--- config.mk ---
export PLATFORM = sky130hd
export DESIGN_NAME = axi_master
export DESIGN_NICKNAME = d
export VERILOG_FILES = /design/src/rtl/axi_master.sv
export SDC_FILE = /design/constraint.sdc
export NUM_CORES = 1
export LEC_CHECK = 0
export CORE_AREA = 8 8 118 120
export DETAILED_ROUTE_END_ITERATION = 16
export DIE_AREA = 0 0 126 128
export HOLD_SLACK_MARGIN = 0.08
export PLACE_DENSITY = 0.75
export SYNTH_ARGS = -nofsm -noshare
export SYNTH_HDL_FRONTEND = slang
export SYNTH_SLANG_ARGS = --single-unit
--- constraint.sdc ---
create_clock -name aclk -period 1.5 [get_ports aclk]
set_input_delay 0.15 -clock aclk [delete_from_list [all_inputs] [get_ports aclk]]
set_output_delay 0.15 -clock aclk [all_outputs]
set_load 0.005 [all_outputs]
--- src/rtl/axi_master.sv ---
// Single-outstanding AXI4 master: turns a command port plus write/read payload streams
// into one INCR burst at a time on the AW/W/B or AR/R channels.
module axi_master #(
   parameter int unsigned ADDR_BITS = 32,
   parameter int unsigned DATA_BITS = 32,
   parameter int unsigned LEN_BITS  = 8,
   parameter int unsigned SIZE_BITS = 3
) (
   input  logic                   aclk,
   input  logic                   areset_n,

   input  logic                   cmd_valid,
   output logic                   cmd_ready,
   input  logic                   cmd_write,
   input  logic [ADDR_BITS-1:0]   cmd_addr,
   input  logic [LEN_BITS-1:0]    cmd_len,

   input  logic [DATA_BITS-1:0]   wd_data,
   input  logic                   wd_valid,
   output logic                   wd_ready,

   output logic [DATA_BITS-1:0]   rd_data,
   output logic                   rd_valid,
   output logic                   rd_last,
   input  logic                   rd_ready,

   output logic                   done,
   output logic [1:0]             resp,

   output logic                   aw_valid,
   input  logic                   aw_ready,
   output logic [ADDR_BITS-1:0]   aw_addr,
   output logic [LEN_BITS-1:0]    aw_len,
   output logic [SIZE_BITS-1:0]   aw_size,
   output logic [1:0]             aw_burst,
   output logic [3:0]             aw_cache,

   output logic                   w_valid,
   input  logic                   w_ready,
   output logic [DATA_BITS-1:0]   w_data,
   output logic [DATA_BITS/8-1:0] w_strb,
   output logic                   w_last,

   input  logic                   b_valid,
   output logic                   b_ready,
   input  logic [1:0]             b_resp,

   output logic                   ar_valid,
   input  logic                   ar_ready,
   output logic [ADDR_BITS-1:0]   ar_addr,
   output logic [LEN_BITS-1:0]    ar_len,
   output logic [SIZE_BITS-1:0]   ar_size,
   output logic [1:0]             ar_burst,
   output logic [3:0]             ar_cache,

   input  logic                   r_valid,
   output logic                   r_ready,
   input  logic [DATA_BITS-1:0]   r_data,
   input  logic                   r_last,
   input  logic [1:0]             r_resp
);

   localparam int unsigned StrbBits = DATA_BITS / 8;
   localparam logic [SIZE_BITS-1:0] AxSize = SIZE_BITS'($clog2(StrbBits));
   localparam logic [1:0] BurstIncr = 2'b01;
   localparam logic [1:0] RespOkay  = 2'b00;
   localparam logic [1:0] RespSlvErr = 2'b10;

   typedef enum logic [2:0] {
      StIdle,
      StWrAddr,
      StWrData,
      StWrResp,
      StRdAddr,
      StRdData
   } state_e;

   state_e                state_q, state_d;
   logic [ADDR_BITS-1:0]  addr_q, addr_d;
   logic [LEN_BITS-1:0]   len_q, len_d;
   logic [LEN_BITS-1:0]   cnt_q, cnt_d;
   logic [1:0]            resp_q, resp_d;
   logic                  done_q, done_d;
   // Set once a read beat past the expected last one has been accepted.
   logic                  ovr_q, ovr_d;
   logic                  beat_last;

   assign beat_last = (cnt_q == len_q);

   always_ff @(posedge aclk or negedge areset_n) begin
      if (!areset_n) begin
         state_q <= StIdle;
         addr_q  <= '0;
         len_q   <= '0;
         cnt_q   <= '0;
         resp_q  <= RespOkay;
         done_q  <= 1'b0;
         ovr_q   <= 1'b0;
      end else begin
         state_q <= state_d;
         addr_q  <= addr_d;
         len_q   <= len_d;
         cnt_q   <= cnt_d;
         resp_q  <= resp_d;
         done_q  <= done_d;
         ovr_q   <= ovr_d;
      end
   end

   always_comb begin
      state_d   = state_q;
      addr_d    = addr_q;
      len_d     = len_q;
      cnt_d     = cnt_q;
      resp_d    = resp_q;
      ovr_d     = ovr_q;
      done_d    = 1'b0;
      cmd_ready = 1'b0;
      aw_valid  = 1'b0;
      ar_valid  = 1'b0;
      w_valid   = 1'b0;
      w_last    = 1'b0;
      wd_ready  = 1'b0;
      b_ready   = 1'b0;
      r_ready   = 1'b0;
      rd_valid  = 1'b0;
      rd_last   = 1'b0;

      case (state_q)
         StIdle: begin
            cmd_ready = 1'b1;
            if (cmd_valid) begin
               addr_d  = cmd_addr;
               len_d   = cmd_len;
               cnt_d   = '0;
               resp_d  = RespOkay;
               ovr_d   = 1'b0;
               state_d = cmd_write ? StWrAddr : StRdAddr;
            end
         end

         StWrAddr: begin
            aw_valid = 1'b1;
            if (aw_ready) state_d = StWrData;
         end

         StWrData: begin
            w_valid  = wd_valid;
            wd_ready = w_ready;
            w_last   = beat_last;
            if (wd_valid && w_ready) begin
               // Hold the counter on the final beat so len=max never wraps.
               if (beat_last) state_d = StWrResp;
               else           cnt_d   = cnt_q + LEN_BITS'(1);
            end
         end

         StWrResp: begin
            b_ready = 1'b1;
            if (b_valid) begin
               resp_d  = b_resp;
               done_d  = 1'b1;
               state_d = StIdle;
            end
         end

         StRdAddr: begin
            ar_valid = 1'b1;
            if (ar_ready) state_d = StRdData;
         end

         StRdData: begin
            r_ready  = rd_ready;
            rd_valid = r_valid;
            rd_last  = r_last;
            if (r_valid && rd_ready) begin
               if (beat_last && !r_last) ovr_d = 1'b1;
               if (!beat_last)           cnt_d = cnt_q + LEN_BITS'(1);
               if (resp_q == RespOkay)   resp_d = r_resp;
               if (r_last) begin
                  // Responder's r_last disagrees with the requested length.
                  if (ovr_q || !beat_last) resp_d = RespSlvErr;
                  done_d  = 1'b1;
                  state_d = StIdle;
               end
            end
         end

         default: state_d = StIdle;
      endcase
   end

   assign done     = done_q;
   assign resp     = resp_q;

   assign aw_addr  = addr_q;
   assign aw_len   = len_q;
   assign aw_size  = AxSize;
   assign aw_burst = BurstIncr;
   assign aw_cache = 4'b0000;

   assign ar_addr  = addr_q;
   assign ar_len   = len_q;
   assign ar_size  = AxSize;
   assign ar_burst = BurstIncr;
   assign ar_cache = 4'b0000;

   assign w_data   = wd_data;
   assign w_strb   = '1;
   assign rd_data  = r_data;

   // Protocol sanity: address channels hold until accepted; done is a single pulse.
   aw_hold_a : assert property (@(posedge aclk) disable iff (!areset_n)
      aw_valid && !aw_ready |=> aw_valid && $stable(aw_addr) && $stable(aw_len));

   ar_hold_a : assert property (@(posedge aclk) disable iff (!areset_n)
      ar_valid && !ar_ready |=> ar_valid && $stable(ar_addr) && $stable(ar_len));

   done_pulse_a : assert property (@(posedge aclk) disable iff (!areset_n)
      done |=> !done);

   done_idle_a : assert property (@(posedge aclk) disable iff (!areset_n)
      done |-> cmd_ready);

endmodule
==> qor.csv <==
metric,value,unit
drtAntennaViolNets,0,
globalplace.congestion,0.7684,
core_area,0.01221,sq mm
reg2reg_slack,-220,ps
required,1680,ps
n_fill_cell,1130,
fp.dieW,126,microns
min_path_type,in2out,
io_pins,299,
wl_per_cell,18.39,microns
cts_sinks,55,
synth_edf_count,0,
setup.worst_path.start,state_q[2]$_DFFE_PN0P_,
globalRouteOverflowTotal,0,
clk_pin_slew,70,ps
ys_ff_latch,55,
timing.final.ws_setup,-217.5,ps
n_antenna_cell,0,
yosysMostFrequentCell,nand2_1,
min_path_cells,0,
final_area,0.005978,sq mm
cap_violations,0,
worst-r2r-cell-count,7,
synth_cell_types,44,
p_per_area,1880,mW/mm^2
drt_iter0_drc,97,
grt_pass1_wl,19160,microns
synth_cells,420,
worstPathArrival,1900,ps
grt_pass1_vias,3359,
finalCritPeriodShare,114.5,%
area_growth_syn_to_layout,68.71,%
violations,negative setup slack,
ys.flop_type,dfrtp_1,
fmax,0.5823,GHz
post-dp-hpwl,7980,microns
htreeDepth,2,
drv_slew,0,
syn_area,0.003543,sq mm
num_rows,41,
rsz0062_at_grt,yes,
grt_max_degree,56,
endpoint,cnt_q[6]$_DFFE_PN0P_,
r2r-end,cnt_q[6]$_DFFE_PN0P_,
status,finished with violations,
peakVddDrop,711.3,uV
synth_top_area_share,38.84,%
yosysTopAreaCell,dfrtp_1,
p_leak,2.885,nW
die_y,128,microns
first_pass_iters,4,
setup_viol,58,
crit_path_end_kind,flip-flop,
wl,12690,microns
start_util,29.02,%
r2r_start,state_q[2]$_DFFE_PN0P_,
cts_buffer_depth,2,
nNetsFinal,660,
root_buffer,clkbuf_16,
skew,3.302,ps
path_class,reg2reg,
regArea,0.001378,sq mm
min_period,1717,ps
insertion_delay,300,ps
worst-path-max-fanout,6,
synth_area_leaders,"dfrtp_1 39%, buf_4 27%, nand2_1 14%",
utilization,48.96,%
route.detailed.drc,0,
finalHoldViolCount,0,
layout-drive-gt1-share,42.04,%
synth_warnings,0,
dpl_cell_area,0.004667,sq mm
numCtsBuffers,5,
ys_async_sr_fraction,100.0,%
vias,3098,
synth_common_cells,"128 x nand2_1, 127 x buf_4, 55 x dfrtp_1",
ys_seq_area_share,38.84,%
track_usage,15.34,%
vias_per_cell,4.490,
dieArea,0.01613,sq mm
antenna_found_initial,0,
io_buffer_count,148,
cts_tree,built,
cp-start-kind,flip-flop,
synth.avg_cell_area,8.437,sq um
multiInputGateArea,0.001823,sq mm
setup_tns,-6627,ps
repair_timing:
| action | 4_1_cts | 5_1_grt |
|---|---|---|
| cloned | 13 | 0 |
| hold buffers | 1 | 0 |
| resized for setup | 142 | 118 |
| pin swaps | 70 | 74 |
| setup endpoints to repair | 67 | 68 |
| setup buffers | 28 | 4 |
| endpoints found under the hold margin | 55 | 0 |
how the worst min path moves through the flow:
stage	startpoint	end	slack (ps)
finish	r_data[11]	rd_data[11]	300
CTS	r_data[0]	rd_data[0]	300
detailed placement	areset_n	state_q[1]$_DFFE_PN0P_	180
global route	wd_data[16]	w_data[16]	300
floorplan	areset_n	ar_addr[0]$_DFFE_PN0P_	-150
global placement	areset_n	done$_DFF_PN0_	170
area by class of cell:
| cell class | count | area share (%) |
|---|---|---|
| Tap cell | 150 | 3.139 |
| Inverter | 3 | 0.2302 |
| Clock buffer | 6 | 2.156 |
| Sequential cell | 55 | 23.04 |
| Clock inverter | 2 | 0.2721 |
| Timing Repair Buffer | 232 | 40.67 |
| Multi-Input combinational cell | 242 | 30.49 |
placed cells by master, fill, tap and decap left out, drive strengths merged, types with 5 or more instances in the layout:
cell           count
buf               93
conb              22
nand2            128
dfrtp             55
a31oi              5
xnor2              8
clkbuf             7
and2               7
clkdlybuf4s50    131
o21ai              9
nor2               9
nor3               6
metal layers:
layer  GRT usage, %  routed length, microns
met5              0                       0
met4          4.600                     221
met3          5.699                     924
met2          25.39                    6107
met1          18.17                    5439
kinds of logic (layout without fill, tap and decap cells):
family,after synthesis,in the layout,synth area share [%]
buffers and inverters,143,243,28.88
other,2,22,0.2119
AOI/OAI and AO/OA,35,35,7.416
adders and majority gates,1,1,0.3531
and+or+nand+nor,174,174,21.75
muxes,2,2,0.5650
xor gates and xnor gates,8,8,1.977
DFF,55,55,38.84
critical path, cell delays in order, from the launching register on:
cell	delay [ps]
dfrtp_1	420
buf_12	150
buf_6	110
nor3_4	240
and2_4	230
buf_4	120
a21oi_4	50
a211o_1	280
stage by stage:
step                hold slack, ps  power, mW  instances  worst slack, ps
floorplan                   -145.6      5.111        440           -69.86
finish                       300.0      11.24        690           -217.5
global route                 300.0      11.95        690           -265.3
global placement             174.2      7.667        645           -254.3
CTS                          300.0      10.99        695           -217.1
detailed placement           179.9      7.781        645           -307.4
report_power, final:
group / leakage (nW) / internal, mW / switching [mW] / total, mW
logic: 2.12 / 4.39 / 2.92 / 7.31
registers: 0.698 / 2.10 / 0.631 / 2.73
clock network: 0.0675 / 0.628 / 0.564 / 1.19
state kept, by name (all words and copies together) (netlist names):
signal and count:
ovr_q 1, cnt_q 8, ar_len 8, done 1, resp 2, state_q 3
ar_addr 32
Power figures use the tool's default switching activity.
